### config.mk
export PLATFORM = sky130hd
export DESIGN_NAME = tour_seq
export DESIGN_NICKNAME = d
export VERILOG_FILES = /design/src/rtl/tour_pkg.sv /design/src/rtl/leg_timer.sv /design/src/rtl/tour_seq.sv
export SDC_FILE = /design/constraint.sdc
export NUM_CORES = 1
export LEC_CHECK = 0
export BUFFER_PORTS_ARGS = -buffer_cell sky130_fd_sc_hd__buf_2
export CAP_MARGIN = 20
export CORE_AREA = 2 2 75 77
export CTS_CLUSTER_SIZE = 10
export DETAILED_ROUTE_END_ITERATION = 12
export DIE_AREA = 0 0 77 79
export PLACE_DENSITY = 0.9
export SYNTH_ARGS = -nofsm -noshare
export SYNTH_HDL_FRONTEND = slang
export SYNTH_SLANG_ARGS = --single-unit
export TNS_END_PERCENT = 100
### constraint.sdc
create_clock -name clk -period 3.1 [get_ports clk]
set_clock_uncertainty 0.05 [all_clocks]
set_input_delay 0.155 -clock clk [delete_from_list [all_inputs] [get_ports clk]]
set_output_delay 0.155 -clock clk [all_outputs]
set_load 0.02 [all_outputs]
### src/rtl/tour_pkg.sv
// tour_pkg: state encoding, command field constants and knight-move decoding
// shared by the tour command sequencer.
package tour_pkg;

    typedef enum logic [2:0] {
        ST_IDLE      = 3'd0,
        ST_VERT      = 3'd1,
        ST_VERT_WAIT = 3'd2,
        ST_HORZ      = 3'd3,
        ST_HORZ_WAIT = 3'd4,
        ST_ERR       = 3'd5
    } tour_state_t;

    localparam logic [3:0] OPC_MOVE    = 4'h2;
    localparam logic [3:0] OPC_FANFARE = 4'h3;

    localparam logic [7:0] HDG_N = 8'h00;
    localparam logic [7:0] HDG_S = 8'h7F;
    localparam logic [7:0] HDG_W = 8'h3F;
    localparam logic [7:0] HDG_E = 8'hBF;

    localparam logic [7:0] RESP_DONE = 8'hA5;
    localparam logic [7:0] RESP_BUSY = 8'h5A;

    typedef struct packed {
        logic       legal;
        logic [7:0] vert_hdg;
        logic [3:0] vert_sq;
        logic [7:0] horz_hdg;
        logic [3:0] horz_sq;
    } move_dec_t;

    // Each knight move splits into a vertical leg followed by a horizontal leg.
    function automatic move_dec_t move_decode(input logic [7:0] move);
        move_dec_t d;
        d = '0;
        case (move)
            8'b0000_0001: d = '{legal: 1'b1, vert_hdg: HDG_N, vert_sq: 4'd2, horz_hdg: HDG_W, horz_sq: 4'd1};
            8'b0000_0010: d = '{legal: 1'b1, vert_hdg: HDG_N, vert_sq: 4'd2, horz_hdg: HDG_E, horz_sq: 4'd1};
            8'b0000_0100: d = '{legal: 1'b1, vert_hdg: HDG_N, vert_sq: 4'd1, horz_hdg: HDG_W, horz_sq: 4'd2};
            8'b0000_1000: d = '{legal: 1'b1, vert_hdg: HDG_S, vert_sq: 4'd1, horz_hdg: HDG_W, horz_sq: 4'd2};
            8'b0001_0000: d = '{legal: 1'b1, vert_hdg: HDG_S, vert_sq: 4'd2, horz_hdg: HDG_W, horz_sq: 4'd1};
            8'b0010_0000: d = '{legal: 1'b1, vert_hdg: HDG_S, vert_sq: 4'd2, horz_hdg: HDG_E, horz_sq: 4'd1};
            8'b0100_0000: d = '{legal: 1'b1, vert_hdg: HDG_S, vert_sq: 4'd1, horz_hdg: HDG_E, horz_sq: 4'd2};
            8'b1000_0000: d = '{legal: 1'b1, vert_hdg: HDG_N, vert_sq: 4'd1, horz_hdg: HDG_E, horz_sq: 4'd2};
            default:      d = '0;
        endcase
        return d;
    endfunction

    function automatic logic [15:0] make_cmd(input logic [3:0] opc,
                                             input logic [7:0] hdg,
                                             input logic [3:0] sq);
        return {opc, hdg, sq};
    endfunction

endpackage

### src/rtl/leg_timer.sv
// leg_timer: per-leg cycle counter with a terminal-count flag; a TERMINAL of
// zero never fires.
module leg_timer #(
    parameter logic [31:0] TERMINAL = 32'd0
) (
    input  logic clk,
    input  logic rst,
    input  logic clr,
    input  logic en,
    output logic tc
);

    logic [31:0] count;

    // NOTE: non-blocking assignment so every flop samples pre-edge values.
    always_ff @(posedge clk) begin
        if (rst || clr) begin
            count <= '0;
        end else if (en) begin
            count <= count + 32'd1;
        end
    end

    // Fires on the cycle whose edge would bring the count to TERMINAL.
    assign tc = en && (TERMINAL != 32'd0) && (count == TERMINAL - 32'd1);

endmodule

### src/rtl/tour_seq.sv
// tour_seq: replays a knight's tour as vertical/horizontal commands to
// cmd_proc, owning the command path while busy; supports UART abort and timeout.
module tour_seq
    import tour_pkg::*;
#(
    parameter int          TOUR_LEN    = 24,
    parameter logic [31:0] LEG_TIMEOUT = 32'd50_000_000,
    parameter bit          FANFARE_ALL = 1'b1,
    parameter logic [3:0]  ABORT_OPC   = 4'hF,
    localparam int         IDX_W       = (TOUR_LEN > 1) ? $clog2(TOUR_LEN) : 1
) (
    input  logic             clk,
    input  logic             rst,
    input  logic             start_tour,
    input  logic [7:0]       move,
    output logic [IDX_W-1:0] mv_indx,
    input  logic [15:0]      cmd_UART,
    input  logic             cmd_rdy_UART,
    input  logic             clr_cmd_rdy,
    input  logic             send_resp,
    output logic [15:0]      cmd,
    output logic             cmd_rdy,
    output logic [7:0]       resp,
    output logic             uart_clr,
    output logic             tour_busy,
    output logic             tour_err
);

    localparam logic [IDX_W-1:0] LAST_IDX = IDX_W'(TOUR_LEN - 1);

    tour_state_t state, state_nxt;
    move_dec_t   dec;
    logic        busy;
    logic        last_leg;
    logic        abort_hit;
    logic        leg_state;
    logic        leg_clr;
    logic        timeout;
    logic [15:0] vert_cmd;
    logic [15:0] horz_cmd;
    logic [3:0]  horz_opc;
    logic [15:0] fsm_cmd;
    logic        fsm_rdy;

    assign dec       = move_decode(move);
    assign busy      = (state != ST_IDLE);
    assign last_leg  = (mv_indx == LAST_IDX);
    assign abort_hit = busy && cmd_rdy_UART && (cmd_UART[15:12] == ABORT_OPC);
    assign leg_state = (state == ST_VERT) || (state == ST_VERT_WAIT) ||
                       (state == ST_HORZ) || (state == ST_HORZ_WAIT);
    assign leg_clr   = (state_nxt != state) || (state == ST_IDLE);

    leg_timer #(
        .TERMINAL (LEG_TIMEOUT)
    ) u_leg_timer (
        .clk (clk),
        .rst (rst),
        .clr (leg_clr),
        .en  (leg_state),
        .tc  (timeout)
    );

    // NOTE: every variable written here gets a default first, so no path infers a latch.
    always_comb begin
        state_nxt = state;
        case (state)
            ST_IDLE:      if (start_tour) state_nxt = ST_VERT;
            ST_VERT: begin
                if (!dec.legal)       state_nxt = ST_ERR;
                else if (clr_cmd_rdy) state_nxt = ST_VERT_WAIT;
            end
            ST_VERT_WAIT: if (send_resp) state_nxt = ST_HORZ;
            ST_HORZ:      if (clr_cmd_rdy) state_nxt = ST_HORZ_WAIT;
            ST_HORZ_WAIT: if (send_resp) state_nxt = last_leg ? ST_IDLE : ST_VERT;
            ST_ERR:       state_nxt = ST_IDLE;
            default:      state_nxt = ST_IDLE;
        endcase
        if (timeout) begin
            state_nxt = ST_ERR;
        end
        // Abort outranks timeout and illegal-move errors.
        if (abort_hit) begin
            state_nxt = ST_IDLE;
        end
    end

    always_ff @(posedge clk) begin
        if (rst) begin
            state    <= ST_IDLE;
            mv_indx  <= '0;
            tour_err <= 1'b0;
        end else begin
            state <= state_nxt;
            if (state == ST_IDLE && start_tour) begin
                mv_indx  <= '0;
                tour_err <= 1'b0;
            end else if (state == ST_HORZ_WAIT && state_nxt == ST_VERT) begin
                mv_indx <= mv_indx + IDX_W'(1);
            end
            if (state == ST_ERR && !abort_hit) begin
                tour_err <= 1'b1;
            end
        end
    end

    assign horz_opc = (FANFARE_ALL || last_leg) ? OPC_FANFARE : OPC_MOVE;
    assign vert_cmd = make_cmd(OPC_MOVE, dec.vert_hdg, dec.vert_sq);
    assign horz_cmd = make_cmd(horz_opc, dec.horz_hdg, dec.horz_sq);

    // An illegal move never raises cmd_rdy, so no bogus command reaches cmd_proc.
    always_comb begin
        fsm_cmd = '0;
        fsm_rdy = 1'b0;
        case (state)
            ST_VERT: begin
                fsm_cmd = vert_cmd;
                fsm_rdy = dec.legal;
            end
            ST_VERT_WAIT: fsm_cmd = vert_cmd;
            ST_HORZ: begin
                fsm_cmd = horz_cmd;
                fsm_rdy = 1'b1;
            end
            ST_HORZ_WAIT: fsm_cmd = horz_cmd;
            default: begin
                fsm_cmd = '0;
                fsm_rdy = 1'b0;
            end
        endcase
    end

    assign cmd       = busy ? fsm_cmd : cmd_UART;
    assign cmd_rdy   = busy ? fsm_rdy : cmd_rdy_UART;
    assign tour_busy = busy;
    assign uart_clr  = abort_hit && !rst;
    assign resp      = (state == ST_IDLE || (state == ST_HORZ_WAIT && last_leg)) ?
                       RESP_DONE : RESP_BUSY;

endmodule
# Word-level counts from Yosys, hierarchy flattened
# Cells that the tools add are included.
word_totals:
  register_bits: 41
  latch_bits: 0
  ramBits: 0
  romBits: 0
  input_bits: 30
  out_inout_bits: 33
  word_cells: 64
  memories: 0
op_classes:
  n_addsub: 2
  multipliers: 0
  n_div: 0
  n_lt_le_gt_ge: 0
  n_eq_ne: 18
  shifts: 0
  mux: 18
  n_bitwise: 0
  reduce_logical: 22
ops:
  columns: ["operator", "n"]
  rows:
  - ["$pmux 25 s8", 1]
  - ["$add 32x1->32 const B", 1]
  - ["$eq 32x26->1 const B", 1]
  - ["$pmux 14 s2", 1]
  - ["$mux 3", 8]
  - ["$mux 16", 1]
  - ["$pmux 3 s5", 1]
  - ["$eq 8x1->1 const B", 1]
  - ["$eq 8x2->1 const B", 1]
  - ["$eq 8x3->1 const B", 1]
  - ["$eq 8x4->1 const B", 1]
  - ["$eq 8x5->1 const B", 1]
  - ["$eq 8x6->1 const B", 1]
  - ["$eq 8x7->1 const B", 1]
  - ["$eq 8x8->1 const B", 1]
  - ["$logic_and 1x1->1", 8]
  - ["$mux 8", 1]
  - ["$eq 3x1->1 const B", 2]
  - ["$eq 3x2->1 const B", 2]
  - ["$eq 3x3->1 const B", 2]
  - ["$logic_or 1x1->1", 6]
  - ["$reduce_or 2->1", 3]
  - ["$add 5x1->5 const B", 1]
  - ["$eq 5x5->1 const B", 1]
  - ["other kinds (8)", 12]

# Depth between registers and ports, before layout
depth:
  word_depth: 10
  ltp_mapped: 9
  ltp_nobuf: 8

# Cells and area by module
# From an unflattened synthesis, not the netlist that was laid out.
unflattened:
  cells_unflattened: 342
  hier_area_um2: 2736.4
modules_own_cells:
  columns: ["module", "instances", "cells_per_inst", "area_each_um2", "seq_area_each_um2"]
  rows:
  - ["leg_timer", 1, 186, 1592.8, 640.6]
  - ["tour_seq", 1, 156, 1143.6, 180.2]

# Worst setup path before layout
# No wires, ideal clock.
synth_timing:
  path_kind: "flip-flop to flip-flop"
  startpoint: "register state[2]"
  endpoint: "register u_leg_timer.count[21]"
  setup_ps: 144
  t_arrival_ps: 2060
  required_ps: 2906
  setup_slack_ps: 846
  stages_incl_launch_ff: 10
  path_buffers: 2
  synth_period_minus_slack_ps: 2254
  cell_sequence: "dfxtp_1 buf_4 o21a_2 nor4_4 and3_1 or3_1 o31a_1 a31oi_4 buf_6 nor4_2"
synth_via:
  elab_chain_len: 10
  elab_cells_between_ends: 24
  classes_between: "eq/ne (5); mux (9); reduce/logical (10)"
synth_lines:
  columns: ["item", "line_no", "rtl"]
  rows:
  - ["start, declared", "tour_seq.sv:31", "tour_state_t state, state_nxt;"]
  - ["start signal, assigned", "tour_seq.sv:93", "state <= state_nxt;"]
  - ["$eq 3x1->1 or $eq 3x2->1 (tied branches)", "tour_seq.sv:49, tour_seq.sv:66", null]
  - ["$logic_or 1x1->1 (2 in series)", "tour_seq.sv:49", "assign leg_state = (state == ST_VERT) || (state == ST_VERT_WAIT) ||"]
  - ["$logic_or 1x1->1", "tour_seq.sv:50", "(state == ST_HORZ) || (state == ST_HORZ_WAIT);"]
  - ["$logic_and 1x1->1", "leg_timer.sv:25", "assign tc = en && (TERMINAL != 32'd0) && (count == TERMINAL - 32'd1);"]
  - ["$mux 3", "tour_seq.sv:78", "if (timeout) begin"]
  - ["$mux 3", "tour_seq.sv:82", "if (abort_hit) begin"]
  - ["$ne 3x3->1", "tour_seq.sv:51", "assign leg_clr = (state_nxt != state) || (state == ST_IDLE);"]
  - ["$logic_or 1x1->1", "tour_seq.sv:51", null]
  - ["$logic_or 1x1->1", "leg_timer.sv:17", "if (rst || clr) begin"]
  - ["end signal, assigned", "leg_timer.sv:20", "count <= count + 32'd1;"]
  - ["end, declared", "leg_timer.sv:13", "logic [31:0] count;"]
# Several ways; a longest one is shown, not always the timed one.
# A chain may end at the register's enable or synchronous reset.

# Final worst setup path
layout_timing:
  startpoint: "register u_leg_timer.count[10]"
  endpoint: "register u_leg_timer.count[4]"
layout_via:
  elab_chain_len: 7
layout_lines:
  columns: ["item", "line_no"]
  rows:
  - ["$eq 32x26->1", "leg_timer.sv:25"]
  - ["$logic_and 1x1->1", "leg_timer.sv:25"]
  - ["$mux 3", "tour_seq.sv:78"]
  - ["$mux 3", "tour_seq.sv:82"]
  - ["$ne 3x3->1", "tour_seq.sv:51"]
  - ["$logic_or 1x1->1", "tour_seq.sv:51"]
  - ["$logic_or 1x1->1", "leg_timer.sv:17"]
# No other way between the ends.

==> flow_summary.json <==
{
  "outcome": "completed",
  "wl_met2_um": 3140,
  "antennaDiodeCount": 0,
  "worstHoldPathCells": 3,
  "netlist_area_sq_um": 2820,
  "synthTopCellsByCount": "41 x dfxtp_1, 33 x xor2_1, 30 x nor4_2, 29 x nand2_1, 19 x nand3_1",
  "dpl.cell_count": 438,
  "die_w_um": 77,
  "finalMaxSlewViolations": 0,
  "cts-root-buf": "clkbuf_8",
  "synth.most_common_cell": "dfxtp_1",
  "cts_buffer_depth": 2,
  "maxSlewHeadroom": 0.520,
  "highest_layer": "met4",
  "drc": 0,
  "required_ns": 3.25,
  "synthCells": 321,
  "cap_violations": 0,
  "wl_met3_um": 329,
  "async_flop_share": 0,
  "final_cells": 446,
  "final_core_util": 0.612,
  "r2r_cells": 8,
  "start_kind": "flop",
  "path_max_fanout": 32,
  "setup_tns_ns": 0,
  "grt_pass1_vias": 2492,
  "place_ws_ns": 0.572,
  "grt_overflow_total": 0,
  "p_leak_nw": 1.21,
  "std_cell_rows": 27,
  "ys.warnings.count": 0,
  "grt_start_max_net_pins": 33,
  "synth_top_area_share": 0.291,
  "synth_enable_flop_cells": 0,
  "detail_route.iter0.violations": 137,
  "powerDensity_nw_per_um2": 445,
  "cts.clk_slew.worst_paths_ns": 0.08,
  "area_growth_pct": 15.6,
  "nets": 405,
  "h-tree-depth": 2,
  "yosys.area.top_type": "dfxtp_1",
  "start_util": 0.529,
  "critPathCaptureType": "flop",
  "drt-total-wl_um": 6290,
  "hold_buffers": 0,
  "ant_nets": 0,
  "r2r-start": "u_leg_timer.count[10]$_SDFFE_PP0P_",
  "drt-wirelength-per-cell_um": 14.1,
  "dieArea_sq_um": 6080,
  "core_sq_um": 5340,
  "ys_seq_area_frac": 0.291,
  "r2r_slack_ns": 0.56,
  "arrival_ns": 2.69,
  "p_total_mw": 1.45,
  "hold_class": "in2reg",
  "clk_latency_ns": 0.30,
  "synth_area_leaders": "dfxtp_1 29%, nor4_2 13%, xor2_1 10%, nand2_1 3.9%, nand3_1 3.4%",
  "syn_area_per_cell_sq_um": 8.79,
  "cts_sinks": 41,
  "final-setup-viol-count": 0,
  "post-cts-setup-buffers": 0,
  "hold_start": "start_tour",
  "max_freq_mhz": 393,
  "die_h_um": 79,
  "grt_pass1_wl_um": 10600,
  "fill_cells": 484,
  "crit_type": "reg2reg",
  "vias": 2588,
  "fin_crit_ns": 2.54,
  "route.layer.met1.wl_um": 2710,
  "gp_congestion": 0.860,
  "tightest_slew_ns": 0.720,
  "synth.distinct_cells": 52,
  "via_per_inst": 5.80,
  "setup_ws_ns": 0.558,
  "synth_nets": 353,
  "cts_tree": "built",
  "fin_crit_sh": 0.820,
  "grt_antenna_before_repair": 0,
  "portBuffers": 62,
  "hold_viol_final": 0,
  "ir_worst_vdd_uv": 269,
  "firstDrtPassIters": 4,
  "holdPathEnd": "mv_indx[2]$_SDFFE_PP0P_",
  "ys_seq_elements": 41,
  "grt_usage": 0.211,
  "cts_resized": 0,
  "drive_gt1_frac": 0.321,
  "numCtsBuffers": 5,
  "ys.flop_type": "dfxtp_1",
  "hpwl_um": 4630,
  "reg2reg_to": "u_leg_timer.count[4]$_SDFFE_PP0P_",
  "pin_count": 63,
  "rsz0062_at_grt": "false"
}
## final cells by class
type                       count  area [sq um]  share of cell area
inverter                       6          22.5             0.00690
sequential                    41           821               0.251
multi-input combinational    248          1830               0.560
clock buffer                   6          72.6              0.0222
timing repair buffer          71           390               0.120
tap                           72          90.1              0.0276
clock inverter                 2          38.8              0.0119
## stage by stage
step	hold WS (ns)	instance area [sq um]
floorplan	0.314	2820
global placement	0.434	3150
detailed placement	0.441	3150
CTS	0.143	3260
global route	0.144	3260
finish	0.149	3260
## where the power goes
group	internal [mW]	switching, mW	total, mW
clock	0.242	0.192	0.434
combinational	0.148	0.328	0.476
sequential	0.532	0.0110	0.543
## worst max-delay path: stages (launching register included)
cell and delay (ns):
dfxtp_1 0.34, or4b_1 0.51, nor4_1 0.31, and3_1 0.25
o21ai_1 0.15, nor3b_2 0.26, a31oi_4 0.06, buf_12 0.19
nor4_1 0.29
## how the worst max path moves through the flow
stage                     slack, ns                          startpoint                            endpoint  cells after the start
after floorplan                0.85                 state[2]$_SDFF_PP0_  u_leg_timer.count[21]$_SDFFE_PP0P_                      9
after global placement         0.63  u_leg_timer.count[10]$_SDFFE_PP0P_   u_leg_timer.count[4]$_SDFFE_PP0P_                      8
after detailed placement       0.57  u_leg_timer.count[10]$_SDFFE_PP0P_   u_leg_timer.count[4]$_SDFFE_PP0P_                      8
after CTS                      0.54  u_leg_timer.count[10]$_SDFFE_PP0P_   u_leg_timer.count[4]$_SDFFE_PP0P_                      8
after global routing           0.36  u_leg_timer.count[10]$_SDFFE_PP0P_   u_leg_timer.count[4]$_SDFFE_PP0P_                      8
final                          0.56  u_leg_timer.count[10]$_SDFFE_PP0P_   u_leg_timer.count[4]$_SDFFE_PP0P_                      8
## layer usage
layer / track usage / vias up
li1: - / 1276
met1: 0.248 / 1217
met2: 0.375 / 83
met3: 0.0443 / 12
met4: 0.0893 / 0
met5: 0 / -
## cell usage in the layout (no fill, tap or decap), types with 2 or more instances in the layout
cell type,synthesis,layout
nor2_1,15,15
a211oi_1,3,3
nor4_2,30,30
xor2_1,33,33
and2_1,10,10
a21oi_1,12,12
mux2i_1,2,2
nor4b_2,2,2
o31ai_1,2,2
o21ai_0,9,9
buf_4,7,8
nand4b_1,3,3
nor3_1,3,3
nand2_1,29,29
buf_2,6,62
inv_1,6,6
ha_1,2,2
a22oi_1,2,2
and3_1,11,11
o211ai_1,3,3
or3_1,4,4
nor3b_2,2,2
nor4_1,6,6
and4_1,4,4
o21ai_1,4,3
clkbuf_8,0,5
xnor2_1,4,4
nand4_1,11,11
dfxtp_1,41,41
nand3_1,19,19
nand2b_1,3,3
## sequential cells by signal (all words and copies together) (netlist names)
| register | cells |
|---|---|
| state | 3 |
| mv_indx | 5 |
| u_leg_timer.count | 32 |
| tour_err | 1 |
## cell families (layout without fill, tap and decap cells)
family | Yosys count | in the layout | synth area share
multiplexers | 2 | 2 | 0.00709
flip-flops | 41 | 41 | 0.291
adder cells (fa/ha/maj) | 2 | 2 | 0.00886
AO/OA/AOI/OAI | 45 | 45 | 0.105
buffers and inverters | 32 | 85 | 0.0652
XOR/XNOR | 37 | 37 | 0.115
AND/OR/NAND/NOR | 162 | 162 | 0.408
Note: power is estimated with default switching activity, not from simulation.
